`config.mk`:
```
export PLATFORM = sky130hd
export DESIGN_NAME = ppa
export DESIGN_NICKNAME = d
export VERILOG_FILES = /design/src/rtl/ppa.sv
export SDC_FILE = /design/constraint.sdc
export NUM_CORES = 1
export LEC_CHECK = 0
export BUFFER_PORTS_ARGS = -buffer_cell sky130_fd_sc_hd__buf_2
export CORE_MARGIN = 2
export CORE_UTILIZATION = 30
export DETAILED_ROUTE_END_ITERATION = 16
export PLACE_DENSITY_LB_ADDON = 0.25
export SETUP_SLACK_MARGIN = 0.5
export SYNTH_ARGS = -nofsm -noshare
export SYNTH_HDL_FRONTEND = slang
export SYNTH_SLANG_ARGS = --single-unit
export TNS_END_PERCENT = 30
```
`constraint.sdc`:
```
create_clock -name clk -period 2.5 [get_ports clk]
set_clock_uncertainty 0.15 [all_clocks]
set_input_delay 0.5 -clock clk [delete_from_list [all_inputs] [get_ports clk]]
set_output_delay 0.5 -clock clk [all_outputs]
set_load 0.01 [all_outputs]
```
`src/rtl/ppa.sv`:
```
// ppa: 16-bit Brent-Kung parallel-prefix adder with carry-in/carry-out and a
// registered result.
//
// Ports:
//   clk    - rising-edge clock
//   rst    - synchronous active-high reset; clears the output registers
//             (and the input registers when they are present)
//   add_1  - addend A, unsigned 16 bits
//   add_2  - addend B, unsigned 16 bits
//   c_in   - carry-in at bit 0
//   sum    - registered (add_1 + add_2 + c_in) mod 2^16
//   c_out  - registered carry out of bit 15
//
// Build option:
//   PPA_IN_REG_EN - when defined, the operands pass through an input register
//                   stage before the prefix network (latency 2 instead of 1).
module ppa (
  input  logic        clk,
  input  logic        rst,
  input  logic [15:0] add_1,
  input  logic [15:0] add_2,
  input  logic        c_in,
  output logic [15:0] sum,
  output logic        c_out
);

  logic [15:0] op_a;
  logic [15:0] op_b;
  logic        op_c;

`ifdef PPA_IN_REG_EN
  logic [15:0] a_q, a_d;
  logic [15:0] b_q, b_d;
  logic        cin_q, cin_d;

  always_comb begin
    a_d   = add_1;
    b_d   = add_2;
    cin_d = c_in;
  end

  always_ff @(posedge clk) begin
    if (rst) begin
      a_q   <= '0;
      b_q   <= '0;
      cin_q <= 1'b0;
    end else begin
      a_q   <= a_d;
      b_q   <= b_d;
      cin_q <= cin_d;
    end
  end

  assign op_a = a_q;
  assign op_b = b_q;
  assign op_c = cin_q;
`else
  assign op_a = add_1;
  assign op_b = add_2;
  assign op_c = c_in;
`endif

  logic [15:0] sum_q, sum_d;
  logic        c_out_q, c_out_d;

  // Prefix network. The group (G,P) vectors are updated in place level by
  // level; at every level each updated index reads only indices that the
  // same level leaves untouched, so in-place evaluation matches a
  // level-separated tree exactly.
  logic [15:0] bit_p;
  logic [15:0] grp_g;
  logic [15:0] grp_p;
  logic [15:0] carry;

  always_comb begin
    bit_p = op_a ^ op_b;
    grp_g = op_a & op_b;
    grp_p = bit_p;
    // Carry-in folded into bit 0 so it rides the prefix tree.
    grp_g[0] = grp_g[0] | (bit_p[0] & op_c);

    // Up-sweep: spans 2, 4, 8, 16 at indices ending in 2^k-1 patterns.
    for (int unsigned lvl = 0; lvl < 4; lvl++) begin
      for (int unsigned i = 0; i < 16; i++) begin
        if (((i + 1) % (2 << lvl)) == 0) begin
          grp_g[i] = grp_g[i] | (grp_p[i] & grp_g[i - (1 << lvl)]);
          grp_p[i] = grp_p[i] & grp_p[i - (1 << lvl)];
        end
      end
    end

    // Down-sweep level 1: index 11 from 7.
    grp_g[11] = grp_g[11] | (grp_p[11] & grp_g[7]);
    grp_p[11] = grp_p[11] & grp_p[7];

    // Down-sweep level 2: indices 5, 9, 13 from 3, 7, 11.
    for (int unsigned i = 5; i < 15; i += 4) begin
      grp_g[i] = grp_g[i] | (grp_p[i] & grp_g[i - 2]);
      grp_p[i] = grp_p[i] & grp_p[i - 2];
    end

    // Down-sweep level 3: even indices from their odd left neighbour.
    for (int unsigned i = 2; i < 16; i += 2) begin
      grp_g[i] = grp_g[i] | (grp_p[i] & grp_g[i - 1]);
      grp_p[i] = grp_p[i] & grp_p[i - 1];
    end

    carry   = {grp_g[14:0], op_c};
    sum_d   = bit_p ^ carry;
    c_out_d = grp_g[15];
  end

  always_ff @(posedge clk) begin
    if (rst) begin
      sum_q   <= '0;
      c_out_q <= 1'b0;
    end else begin
      sum_q   <= sum_d;
      c_out_q <= c_out_d;
    end
  end

  assign sum   = sum_q;
  assign c_out = c_out_q;

endmodule

```
==> flow_summary.ini <==
[run_status]
status = finished clean

[timing]
finalSetupViolCount = 0
final_hold_viol_count = 0
fin_crit_ns = 2.45
rsz0062_at_grt = true
worstMarginPinSlew_ns = 0.316
slew_viol_final = 0
fin_hold_ws_ns = 0.409
fin_crit_sh_pct = 97.9
max_freq_mhz = 409
slew_headroom_pct = 79.0

[job]
max-cap-violations = 0

[detailed_routing]
drt-initial-drc-count = 15
drt-total-wl_um = 2150
ant_nets = 0
vias = 897
via_per_inst = 4.33
dr.pass1.iters = 4
drc = 0
wl_per_cell_um = 10.4

[logic_synthesis]
synth_area_leader_cell = dfxtp_1
synth_area_per_cell_sq_um = 10.3
yosysSeqAreaShare_pct = 32.2
synth_flop_cell = dfxtp_1
ys_top_cells_by_area = dfxtp_1, fa_1, ha_1
mappedNetlistArea_sq_um = 1060
synth_edf_count = 0
yosysMostFrequentCell = dfxtp_1
ys_types = 21
async_flop_share_pct = 0
netlist_top_cells_count = dfxtp_1, ha_1, inv_1, nor2_1, fa_1
yosys.area.top_type_share_pct = 32.2
yosys_warnings = 0
syn_nets = 161
synth_cells = 103
ys_seq_elements = 17

[setup_path]
worst_setup_path_end_kind = flop
crit_required_ns = 2.57
worstSetupStartpointType = input port
crit_arrival_ns = 2.52
worst-path-max-fanout = 3
critPathKind = input port to flop

[placed_design]
dpl.cell_count = 203
gp_congestion = 0.692
port_buffers = 51
hpwl_um = 1930

[min_path]
whs_path_depth = 2
min_to = sum[2]
hold_path_startpoint = rst
min_path_type = input port to flop

[final_layout]
drive_gt1_share_pct = 48.4
instances_no_fill = 207
regArea_sq_um = 340
fillers = 356
syn2layout_area_growth_pct = 42.0
n_antenna_cell = 0
fin_nets = 220
multiInputGateArea_sq_um = 716

[floorplanning]
die_y_um = 63.4
core_sq_um = 3360
die_area_sq_um = 4020
die_width_um = 63.4
initial_core_util_pct = 31.4
fp-row-count = 21
pin_count = 52

[cts]
cts_made_buffers = 3
hold_buffers = 0
clock_sinks = 17
cts_tree = yes
cts_setup_buffers = 0
clk_path_buf_depth = 2
cts_max_level = 1
clockRootBuffer = clkbuf_4
clk_pin_slew_ns = 0.10

[power]
p_leak_uw = 0.000756
peakVddDrop_mv = 0.172
power_density_nw_per_um2 = 486

[global_route]
track_usage_pct = 11.6
grt_pass1_vias = 948
grt_max_degree = 19
antenna_found_initial = 0
grt_pass1_wl_um = 3720
grt-ovfl-total = 0
-- registers in the layout (all words and copies together), names as in the netlist --
signal,count
sum,16
c_out,1
-- worst max-delay path, cell delays in order --
cell and delay [ns]:
buf_8 0.11, inv_12 0.04, fa_2 0.19, inv_2 0.04, fa_2 0.35, a211oi_4 0.25, o211ai_2 0.12, a41oi_2 0.23
o21ai_2 0.09, fa_2 0.51, nor2b_1 0.11
-- layer usage --
metal | GRT usage, % | vias up | share of wire [%]
met3 | 3.75 | 0 | 7.9
li1 | - | 457 | -
met2 | 21.2 | 32 | 50
met4 | 3.26 | 0 | 0
met1 | 12.6 | 408 | 42
met5 | 0 | - | 0
-- how the worst max path moves through the flow --
| stage | start | end | slack, ns | cells past startpoint |
|---|---|---|---|---|
| final | add_1[0] | sum[14] | 0.05 | 11 |
| after global routing | add_1[0] | sum[12] | -0.08 | 11 |
| after CTS | add_1[0] | sum[15] | 0.03 | 12 |
| after detailed placement | add_1[0] | sum[15] | -0.39 | 12 |
| after global placement | add_1[0] | sum[15] | -0.34 | 12 |
| after floorplan | add_1[0] | sum[15] | -0.1 | 11 |
-- where the power goes --
group	total [uW]	leakage [uW]	internal, uW	switching (uW)
Combinational	272	0.000597	136	136
Sequential	315	0.000142	307	8.50
Clock	142	0.0000177	59.4	82.6
-- metrics by stage --
stage	utilization (%)	TNS, ns	setup WS (ns)	power [uW]	cell area (sq um)
6_report	44.6	0	0.0529	730	1500
5_1_grt	44.6	-0.277	-0.0795	791	1500
4_1_cts	43.7	0	0.0332	732	1470
3_5_place_dp	42.4	-2.67	-0.388	585	1430
3_3_place_gp	42.4	-2.44	-0.338	577	1430
2_1_floorplan	-	-0.279	-0.0976	475	1090
-- final cells by class --
| cell class | count | area share (%) |
|---|---|---|
| well taps | 46 | 3.83 |
| inverters | 11 | 3.92 |
| flip-flops and latches | 17 | 22.7 |
| clock buffers | 3 | 1.50 |
| multi-input cells | 74 | 47.7 |
| clock inverters | 1 | 0.333 |
| repair buffers | 55 | 20.1 |
-- kinds of logic (layout without fill, tap and decap cells) --
family / after synthesis / after routing / share of synthesized area (%)
buf+inv: 12 / 70 / 4.26
compound gates: 18 / 18 / 13.0
flops: 17 / 17 / 32.2
simple gates: 26 / 26 / 11.1
fa+ha+maj: 23 / 23 / 33.6
xor+xnor: 7 / 7 / 5.80
-- what timing repair did --
item	CTS	global route
resized for setup	5	8
pin swaps	2	5
endpoints found under the setup margin	14	14
-- cells in the final DEF, fill, tap and decap left out, types with 3 or more instances in the layout --
master and n:
a21oi_1 6, clkbuf_4 3, nor2_1 11, buf_2 49, o21ai_0 3, buf_4 4
fa_2 7, inv_1 7, nor2b_1 6, ha_1 14, xnor2_1 4, dfxtp_1 17
nand2_1 5
Power figures use the tool's default switching activity.
